===== src/rtl/uart_tx_fsm.sv =====
// UART transmitter: start, DATA_BITS LSB-first, optional parity, STOP_BITS stop bits, timed by sam_tick.
// Optional line-break generation is compiled in with UART_TX_BREAK_EN (adds input tx_break).
module uart_tx_fsm #(
  parameter int DATA_BITS  = 8,
  parameter int STOP_BITS  = 1,
  parameter int PARITY     = 1,
  parameter int OVERSAMPLE = 16
) (
  input  logic                 clk,
  input  logic                 reset_n,
  input  logic                 sam_tick,
  input  logic                 tx_start,
  input  logic [DATA_BITS-1:0] tx_data,
`ifdef UART_TX_BREAK_EN
  input  logic                 tx_break,
`endif
  output logic                 tx,
  output logic                 tx_busy,
  output logic                 tx_done
);

  localparam bit HAS_PAR    = (PARITY == 1) || (PARITY == 2);
  localparam int STOP_TICKS = OVERSAMPLE * STOP_BITS;
  localparam int SW         = (STOP_TICKS > 32) ? $clog2(STOP_TICKS) : 5;
  localparam int BW         = (DATA_BITS > 1) ? $clog2(DATA_BITS) : 1;

  localparam logic [SW-1:0] BIT_LAST  = SW'(OVERSAMPLE - 1);
  localparam logic [SW-1:0] STOP_LAST = SW'(STOP_TICKS - 1);
  localparam logic [BW-1:0] DATA_LAST = BW'(DATA_BITS - 1);

  localparam logic [2:0] ST_IDLE  = 3'd0;
  localparam logic [2:0] ST_START = 3'd1;
  localparam logic [2:0] ST_DATA  = 3'd2;
  localparam logic [2:0] ST_PAR   = 3'd3;
  localparam logic [2:0] ST_STOP  = 3'd4;
`ifdef UART_TX_BREAK_EN
  localparam logic [2:0] ST_BRK   = 3'd5;
  localparam logic [2:0] ST_MARK  = 3'd6;
`endif

  logic [2:0]           state;
  logic [SW-1:0]        s_count;
  logic [BW-1:0]        b_count;
  logic [DATA_BITS-1:0] shift_reg;
  logic                 par_bit;
  logic                 bit_end;

  assign bit_end = sam_tick && (s_count == BIT_LAST);

  always_ff @(posedge clk or negedge reset_n) begin
    if (!reset_n) begin
      state     <= ST_IDLE;
      s_count   <= '0;
      b_count   <= '0;
      shift_reg <= '0;
      par_bit   <= 1'b0;
      tx        <= 1'b1;
      tx_busy   <= 1'b0;
      tx_done   <= 1'b0;
    end else begin
      tx_done <= 1'b0;
      case (state)
        ST_IDLE: begin
          tx <= 1'b1;
`ifdef UART_TX_BREAK_EN
          if (tx_break) begin
            state   <= ST_BRK;
            tx      <= 1'b0;
            tx_busy <= 1'b1;
          end else
`endif
          if (tx_start) begin
            shift_reg <= tx_data;
            par_bit   <= (PARITY == 1) ? ~^tx_data : ^tx_data;
            s_count   <= '0;
            state     <= ST_START;
            tx        <= 1'b0;
            tx_busy   <= 1'b1;
          end
        end
        ST_START: begin
          if (bit_end) begin
            s_count <= '0;
            b_count <= '0;
            state   <= ST_DATA;
            tx      <= shift_reg[0];
          end else if (sam_tick) begin
            s_count <= s_count + 1'b1;
          end
        end
        ST_DATA: begin
          if (bit_end) begin
            s_count   <= '0;
            shift_reg <= shift_reg >> 1;
            if (b_count == DATA_LAST) begin
              // Parity slot is skipped entirely for PARITY 0 and the illegal value 3.
              if (HAS_PAR) begin
                state <= ST_PAR;
                tx    <= par_bit;
              end else begin
                state <= ST_STOP;
                tx    <= 1'b1;
              end
            end else begin
              b_count <= b_count + 1'b1;
              tx      <= shift_reg[1];
            end
          end else if (sam_tick) begin
            s_count <= s_count + 1'b1;
          end
        end
        ST_PAR: begin
          if (bit_end) begin
            s_count <= '0;
            state   <= ST_STOP;
            tx      <= 1'b1;
          end else if (sam_tick) begin
            s_count <= s_count + 1'b1;
          end
        end
        ST_STOP: begin
          if (sam_tick && (s_count == STOP_LAST)) begin
            s_count <= '0;
            state   <= ST_IDLE;
            tx_busy <= 1'b0;
            tx_done <= 1'b1;
          end else if (sam_tick) begin
            s_count <= s_count + 1'b1;
          end
        end
`ifdef UART_TX_BREAK_EN
        ST_BRK: begin
          if (!tx_break) begin
            s_count <= '0;
            state   <= ST_MARK;
            tx      <= 1'b1;
          end
        end
        ST_MARK: begin
          // One bit-time of mark after a break; no tx_done for breaks.
          if (bit_end) begin
            s_count <= '0;
            state   <= ST_IDLE;
            tx_busy <= 1'b0;
          end else if (sam_tick) begin
            s_count <= s_count + 1'b1;
          end
        end
`endif
        default: begin
          state   <= ST_IDLE;
          tx      <= 1'b1;
          tx_busy <= 1'b0;
        end
      endcase
    end
  end

endmodule


===== config.mk =====
export PLATFORM = sky130hd
export DESIGN_NAME = uart_tx_fsm
export DESIGN_NICKNAME = d
export VERILOG_FILES = /design/src/rtl/uart_tx_fsm.sv
export SDC_FILE = /design/constraint.sdc
export NUM_CORES = 1
export LEC_CHECK = 0
export CELL_PAD_IN_SITES_DETAIL_PLACEMENT = 2
export CELL_PAD_IN_SITES_GLOBAL_PLACEMENT = 2
export CORE_AREA = 2 2 59 75
export DETAILED_ROUTE_END_ITERATION = 7
export DIE_AREA = 0 0 61 77
export GPL_ROUTABILITY_DRIVEN = 1
export PLACE_DENSITY = 0.75
export SKIP_LAST_GASP = 1
export SLEW_MARGIN = 20
export SYNTH_ARGS = -nofsm -noshare
export SYNTH_HDL_FRONTEND = slang
export SYNTH_SLANG_ARGS = --single-unit

===== constraint.sdc =====
create_clock -name clk -period 2.2 [get_ports clk]
set_input_delay 0.66 -clock clk [delete_from_list [all_inputs] [get_ports clk]]
set_output_delay 0.66 -clock clk [all_outputs]
set_load 0.005 [all_outputs]

==> qor.yml <==
status: "finished clean"
final_nets: 176
total_power_w: 0.00173
finalHoldViolations: 0
ios: 15
peakVddDrop_mv: 0.369
drv_cap: 0
powerDensity_nw_per_um2: 1020
h-tree-depth: 1
timing.fmax_mhz: 480
yosys.area_share.simple_pct: 18.9
rows: 26
die_h_um: 77
wirelength_um: 3980
synth_top_family_by_area: "compound AO/OA/AOI/OAI gates"
cp_cell_sequence: "clkdlybuf4s50_1, buf_4, and4_1, nand3_2, o22a_1, o21a_1"
slowest_stage: "clkdlybuf4s50_1"
cts_buffers: 3
dp_hpwl_um: 2910
rsz0062_at_grt: "false"
synth.distinct_cells: 47
yosys.area.top_type: "dfrtp_1"
root_buffer: "clkbuf_8"
cts_tree: "yes"
min_period_ns: 2.08
finalClockSkew_ns: 0.00174
worstSetupStartpointType: "primary input"
largest_reg_flops: 8
cp_data_required_time_ns: 2.37
initial_core_util_pct: 34.0
holdWs_ns: 0.503
worstSkewPairLatency_ns: 0.28
grt_pass1_vias: 1373
grt_antenna_before_repair: 0
clk_pin_slew_ns: 0.09
wl_met1_um: 1600
wl_met2_um: 2120
worstSetupPathType: "primary input to register"
syn_area_per_cell_um2: 10.2
timing.final.setup_violations: 0
syn_nets: 149
synth-edff-count: 0
timing.final.ws_setup_ns: 0.118
firstDrtPassIters: 4
ys_async_sr_fraction_pct: 100
dieArea_um2: 4700
vias: 1185
cts_setup_buffers: 0
portBuffers: 14
yosys.area_share.adder_pct: 2.76
highest_layer: "met4"
p_leak_nw: 0.666
drc_errors: 0
synth_ff_type: "dfrtp_1"
diodes: 0
ctsResizeCount: 0
syn_area_um2: 1360
crit_arrival_ns: 2.26
pre_cts_ws_ns: -0.142
core_area_um2: 4000
ant_nets: 0
finalCritPeriodShare_pct: 94.6
dr_wl_met3_um: 96
synth-seq-cells: 23
slew_headroom_pct: 63.7
drv_slew: 0
drive_above_1_share_pct: 18.1
final_common_cell: "dfrtp_1"
grt-ovfl-total: 0
area_growth_pct: 23.8
layout_common_cells: "dfrtp_1 (22), clkdlybuf4s50_1 (14), buf_4 (14)"
via_per_inst: 5.49
yosysSeqAreaShare_pct: 42.4
synth_compound_area_share_pct: 21.6
clkSinkCount: 23
yosysWarnings: 0
end_kind: "register"
wl_per_cell_um: 18.4
hold_buffers: 0
hp-class: "register to register"
grt_max_degree: 24
grtUsageTotal_pct: 19.5
synth_xor_area_share_pct: 5.79
drt-initial-drc-count: 40
place_congestion: 0.831
dieWidth_um: 61
worstPathMaxFanout: 10
fin_setup_tns_ns: 0
synth_top_area_share_pct: 40.4
cts_buffer_depth: 2
synth_area_leaders: "dfrtp_1 (40%), xnor2_1 (5.1%), o22a_1 (4.5%)"
synthCells: 134
max_stage_delay_ns: 0.58
grt_pass1_wl_um: 6830
tightest_slew_ns: 0.544
synthMuxAreaShare_pct: 4.14
power breakdown:
part | internal [W] | switching (W)
clock network | 0.000127 | 0.000155
registers | 0.000594 | 0.000181
logic | 0.000353 | 0.000316
cell families (layout without fill, tap and decap cells):
logic type | count (synthesis) | count (layout)
buf+inv | 12 | 38
mux | 5 | 5
simple gates | 42 | 42
fa+ha+maj | 3 | 3
flops | 23 | 23
compound gates | 40 | 40
xor+xnor | 9 | 9
metal layers:
layer / up-vias / global-route usage [%]
met3: 15 / 2.53
li1: 544 / -
met2: 26 / 33.7
met4: 0 / 10.0
met1: 600 / 22.5
met5: - / 0
path summary, 6_finish.rpt:
check / startpoint / depth (start not counted) / slack (ns) / end
max in group asynchronous: reset_n / 2 / 1.16 / tx
max: sam_tick / 6 / 0.12 / shift_reg[2]
max reg2reg: b_count[0] / 6 / 0.40 / b_count[0]
min: shift_reg[4] / 1 / 0.50 / shift_reg[4]
min reg2reg: shift_reg[4] / 1 / 0.50 / shift_reg[4]
min in group asynchronous: reset_n / 2 / 0.74 / tx_busy
per-stage QoR:
step                      utilization (%)  cell area, um^2  instances
final                                42.1             1690        216
after global routing                 42.1             1690        216
after CTS                            42.1             1690        216
after detailed placement             41.0             1640        212
after global placement               41.0             1640        212
after floorplan                         -             1360        134
cell type report:
cell class	count	area, um^2
Multi-Input combinational cell	99	724
Sequential cell	23	577
Inverter	6	22.5
Fill cell	446	2320
Clock buffer	3	41.3
Timing Repair Buffer	28	245
Clock inverter	1	5.00
Tap cell	56	70.1
worst max-delay path: cells and delay by family:
kind                   cells  cell delay, ns
AND/OR/NAND/NOR            2            0.50
AO/OA/AOI/OAI              2            0.36
buffers and inverters      2            0.74
Yosys cell counts, types with 2 or more instances:
library cell	count
nand4_1	2
buf_2	3
dfrtp_1	22
xnor2_1	8
nor2b_1	4
a31oi_1	2
a211oi_1	3
nand2_1	6
nor3b_2	2
nor2_1	9
o21a_1	8
nor3_1	4
o22a_1	7
o22ai_1	2
nand3_1	3
inv_1	6
and3_1	2
mux2i_1	3
o21ai_0	6
a21oi_1	3
ha_1	3
No activity file was read; power rests on OpenSTA's default activity.
==> patch 1, RTL diff (same settings) <==
Build with the macro `UART_TX_BREAK_EN` defined.
--- a/src/rtl/uart_tx_fsm.sv
+++ b/src/rtl/uart_tx_fsm.sv
@@ -1,4 +1,6 @@
 // UART transmitter: start, DATA_BITS LSB-first, optional parity, STOP_BITS stop bits, timed by sam_tick.
 // Optional line-break generation is compiled in with UART_TX_BREAK_EN (adds input tx_break).
+`define UART_TX_BREAK_EN
+
 module uart_tx_fsm #(
   parameter int DATA_BITS  = 8,
Ports: changed (added tx_break); port bits go from 15 to 16. No check against the original RTL was run, so the function may have changed too.
==> patch 1 against the original RTL <==
Largest power group is now combinational logic; die area stayed put; first-iteration DRC count shrank 53%; critical endpoint is now s_count[2]; wire length decreased by 5.3%; power increased by 13%; area after synthesis is 5.7% higher; non-clock buffer count is 2 higher; cell area increased by 6.6%; highest routed layer unchanged; sequential cell count unchanged; worst setup slack better by 0.075 ns; fmax rose by 3.7%.
==> patch 1: results (changes against the original RTL) <==
- Mux cell area share after synthesis: 0.163 (+0.121)
- Worst-path fanout max: 4 (-6)
- DP Worst Slack: -0.0854 ns (+0.0570 ns)
- Met2 Use GR: 0.330 (-0.00645)
- Hold slack: 0.509 ns (+0.00586 ns)
- Initial drt markers: 19 (-53%)
- Static leakage: 0.719 nW (+8.0%)
- Placed cells: 214 (+0.94%)
- Crit-path max cell delay: 0.53 ns (-0.05 ns)
- Layout cells sized above 1: 0.284 (+0.103)
- GRT Resource Usage Total: 0.185 (-0.00987)
- WL met2: 2080 um (-1.8%)
- DP Area: 1750 um2 (+6.8%)
- Compound-Gate Fraction of Synth Area: 0.175 (-0.0412)
- Met1 Wirelength: 1580 um (-1.7%)
- Avg Cell Area, Syn: 10.7 um2 (+5.7%)
- Clock-pin slew on the worst setup and hold paths: 0.09 ns (about the same)
- Slew headroom: 0.618 (-0.0190)
- Post-CTS Setup Inserts: 0 (unchanged)
- Met1 usage: 0.226 (+0.000479)
- Worst clock skew: 0.00394 ns (+0.00220 ns)
- Syn_nets: 150 (+0.67%)
- First-pass GRT wire length: 6580 um (-3.7%)
- WL met3: 74 um (-23%)
- Max FFs per register: 8 (unchanged)
- Met3 Usage GRT: 0.0236 (-0.00169)
- Synth area leaders: dfrtp_1, mux2_2, xnor2_1, ha_1, nor3_1
- Total CTS buffers: 3 (unchanged)
- Worst VDD drop: 0.387 mV (+4.9%)
- Fin cells: 218 (+0.93%)
- DP HPWL: 2980 um (+2.2%)
- PortBufs: 15 (+1)
- WL final: 3770 um (-5.3%)
- Vias per cell: 5.40 (-1.5%)
- Tightest Hold Check Type: reg2reg
- CP max-delay cell: clkdlybuf4s50_1
- Top cells by count, synth: dfrtp_1, mux2_2
- Adder-Cell Fraction of Synth Area: 0.0330 (+0.00547)
- Nets: 179 (+1.7%)
- GPL Wtd Cong: 0.791 (-4.8%)
- Status: finished clean
- Longest Clk Path Bufs: 2 (unchanged)
- First drt pass iteration count: 4 (unchanged)
- Xor and xnor area share after synthesis: 0.0426 (-0.0153)
- Htree depth: 1 (unchanged)
- Vias in the first global route: 1,364 (-0.66%)
- Post-synthesis cell type count: 45 (-4.3%)
- Critical Path AT: 2.17 ns (-0.09 ns)
- Seq/Total Area, Yosys: 0.401 (-0.0228)
- Synthesis warning total: 0 (unchanged)
==> patch 1: cell type report <==
| cell class | count | area (um2) |
|---|---|---|
| fillers | 451 | 2200 |
| repair buffers | 30 | 275 |
| flip-flops and latches | 23 | 577 |
| clock buffers | 3 | 41.3 |
| clock inverters | 1 | 5.00 |
| well taps | 56 | 70.1 |
| inverters | 6 | 22.5 |
| multi-input cells | 99 | 806 |
==> patch 1: report_power, final <==
group	internal (mW)	switching, mW
Clock	0.127	0.150
Combinational	0.475	0.449
Sequential	0.577	0.171
Total	1.18	0.769
==> patch 1: worst paths after layout <==
check / depth (start not counted) / endpoint / from / slack [ns]
min: 1 / shift_reg[4] / shift_reg[4] / 0.51
max in group asynchronous: 2 / tx / reset_n / 1.17
min reg2reg: 1 / shift_reg[4] / shift_reg[4] / 0.51
min in group asynchronous: 2 / state[1] / reset_n / 0.74
max: 6 / s_count[2] / tx_start / 0.19
max reg2reg: 6 / shift_reg[3] / s_count[0] / 0.24
==> patch 2, RTL diff (same flow settings) <==
Made on the original files. Register the inputs `tx_start` and `tx_data` before use. The logic sees them one clock later. The other inputs are not delayed to match.
--- a/src/rtl/uart_tx_fsm.sv
+++ b/src/rtl/uart_tx_fsm.sv
@@ -34,4 +34,12 @@
   localparam logic [2:0] ST_PAR   = 3'd3;
   localparam logic [2:0] ST_STOP  = 3'd4;
+
+  logic tx_start_q;
+  logic [DATA_BITS-1:0] tx_data_q;
+
+  always_ff @(posedge clk) begin
+    tx_start_q <= tx_start;
+    tx_data_q  <= tx_data;
+  end
 `ifdef UART_TX_BREAK_EN
   localparam logic [2:0] ST_BRK   = 3'd5;
@@ -70,7 +78,7 @@
           end else
 `endif
-          if (tx_start) begin
-            shift_reg <= tx_data;
-            par_bit   <= (PARITY == 1) ? ~^tx_data : ^tx_data;
+          if (tx_start_q) begin
+            shift_reg <= tx_data_q;
+            par_bit   <= (PARITY == 1) ? ~^tx_data_q : ^tx_data_q;
             s_count   <= '0;
             state     <= ST_START;
Check against the original RTL: not equivalent (Yosys sat finds a counterexample within 4 cycles, from zero or initial values and one cycle with reset_n low).
==> patch 2 against the original RTL <==
Die area unchanged; sequential cell count grew 9; first-iteration DRC count down 75%; clock power grew 63%; cell area rose by 3.2%; wire length fell by 21%; area after synthesis is 4.3% higher; register-to-register slack gained 0.06 ns; worst setup slack better by 0.068 ns; non-clock buffer count down 8; power up 2.7%; critical path type is now reg2out; largest power group unchanged.
==> patch 2: results (changes against the original RTL) <==
- Status: finished clean
- GRT Resource Usage Total: 0.160 (-0.0355)
- RR Endpoint: shift_reg[6]
- Ant. Diodes: 0 (unchanged)
- Combinational Power Share: 0.248 (-0.140)
- Post-synthesis cell type count: 38 (-19%)
- Delay-heaviest family, CP: flip-flops
- Clk power: 0.460 mW (+63%)
- DP HPWL: 2350 um (-19%)
- Total CTS buffers: 5 (+2)
- Top cells by count, synth: dfrtp_1, dfxtp_1
- Wire per inst: 15.1 um (-18%)
- Worst-path fanout max: 4 (-6)
- Syn_nets: 143 (-4.0%)
- DP Worst Slack: -0.00323 ns (+0.139 ns)
- Crit. Startpoint: tx
- Crit-path max cell delay: 0.56 ns (-0.02 ns)
- Static leakage: 0.734 nW (+10%)
- Psw: 0.532 mW (-18%)
- Seq/Total Area, Yosys: 0.533 (+0.109)
- Initial drt markers: 10 (-75%)
- Vias in the first global route: 1,153 (-16%)
- Vias per cell: 5.13 (-6.6%)
- Worst VDD drop: 0.485 mV (+32%)
- Tightest Pin Transition: 0.540 ns (-0.00433 ns)
- GPL Wtd Cong: 0.717 (-14%)
- Hold slack: 0.493 ns (-0.0106 ns)
- Post_cts resized: 0 (unchanged)
- First-pass GRT wire length: 5400 um (-21%)
- Htree depth: 2 (+1)
- Min-Delay Startpoint: par_bit
- FMAX: 497 MHz (+3.4%)
- DP Area: 1650 um2 (+0.61%)
- Nets: 166 (-5.7%)
- Critical Path AT: 1.35 ns (-0.91 ns)
- Hold path depth: 2 (+1)
- Placed cells: 200 (-5.7%)
- Worst clock skew: 0.00582 ns (+0.00407 ns)
- Layout cells sized above 1: 0.118 (-0.0628)
- Worst r2r src: s_count[0]
- CP endpoint: tx
- CP max-delay cell: dfstp_2
- Total number of vias: 1,066 (-10%)
## patch 2: cell type report
cell class                      count  area (um2)
Fill cell                         430        2260
Sequential cell                    32         757
Multi-Input combinational cell     88         622
Timing Repair Buffer               20         185
Clock buffer                        8        90.1
Tap cell                           56        70.1
Inverter                            4        15.0
## patch 2: layer usage
| metal | global-route usage | wire [um] | up-vias |
|---|---|---|---|
| met5 | 0 | 0 | - |
| met4 | 0.0783 | 73 | 0 |
| met3 | 0.0556 | 104 | 6 |
| met2 | 0.274 | 1740 | 20 |
| met1 | 0.165 | 1230 | 534 |
| li1 | - | - | 506 |
## patch 2: logic make-up (layout without fill, tap and decap cells)
family          after synthesis  count (layout)  synth area share
xor+xnor                     10              10            0.0617
compound gates               35              35             0.174
simple gates                 35              35             0.136
mux                           5               5            0.0405
fa+ha+maj                     3               3            0.0264
buf+inv                       8              32            0.0291
flops                        32              32             0.533
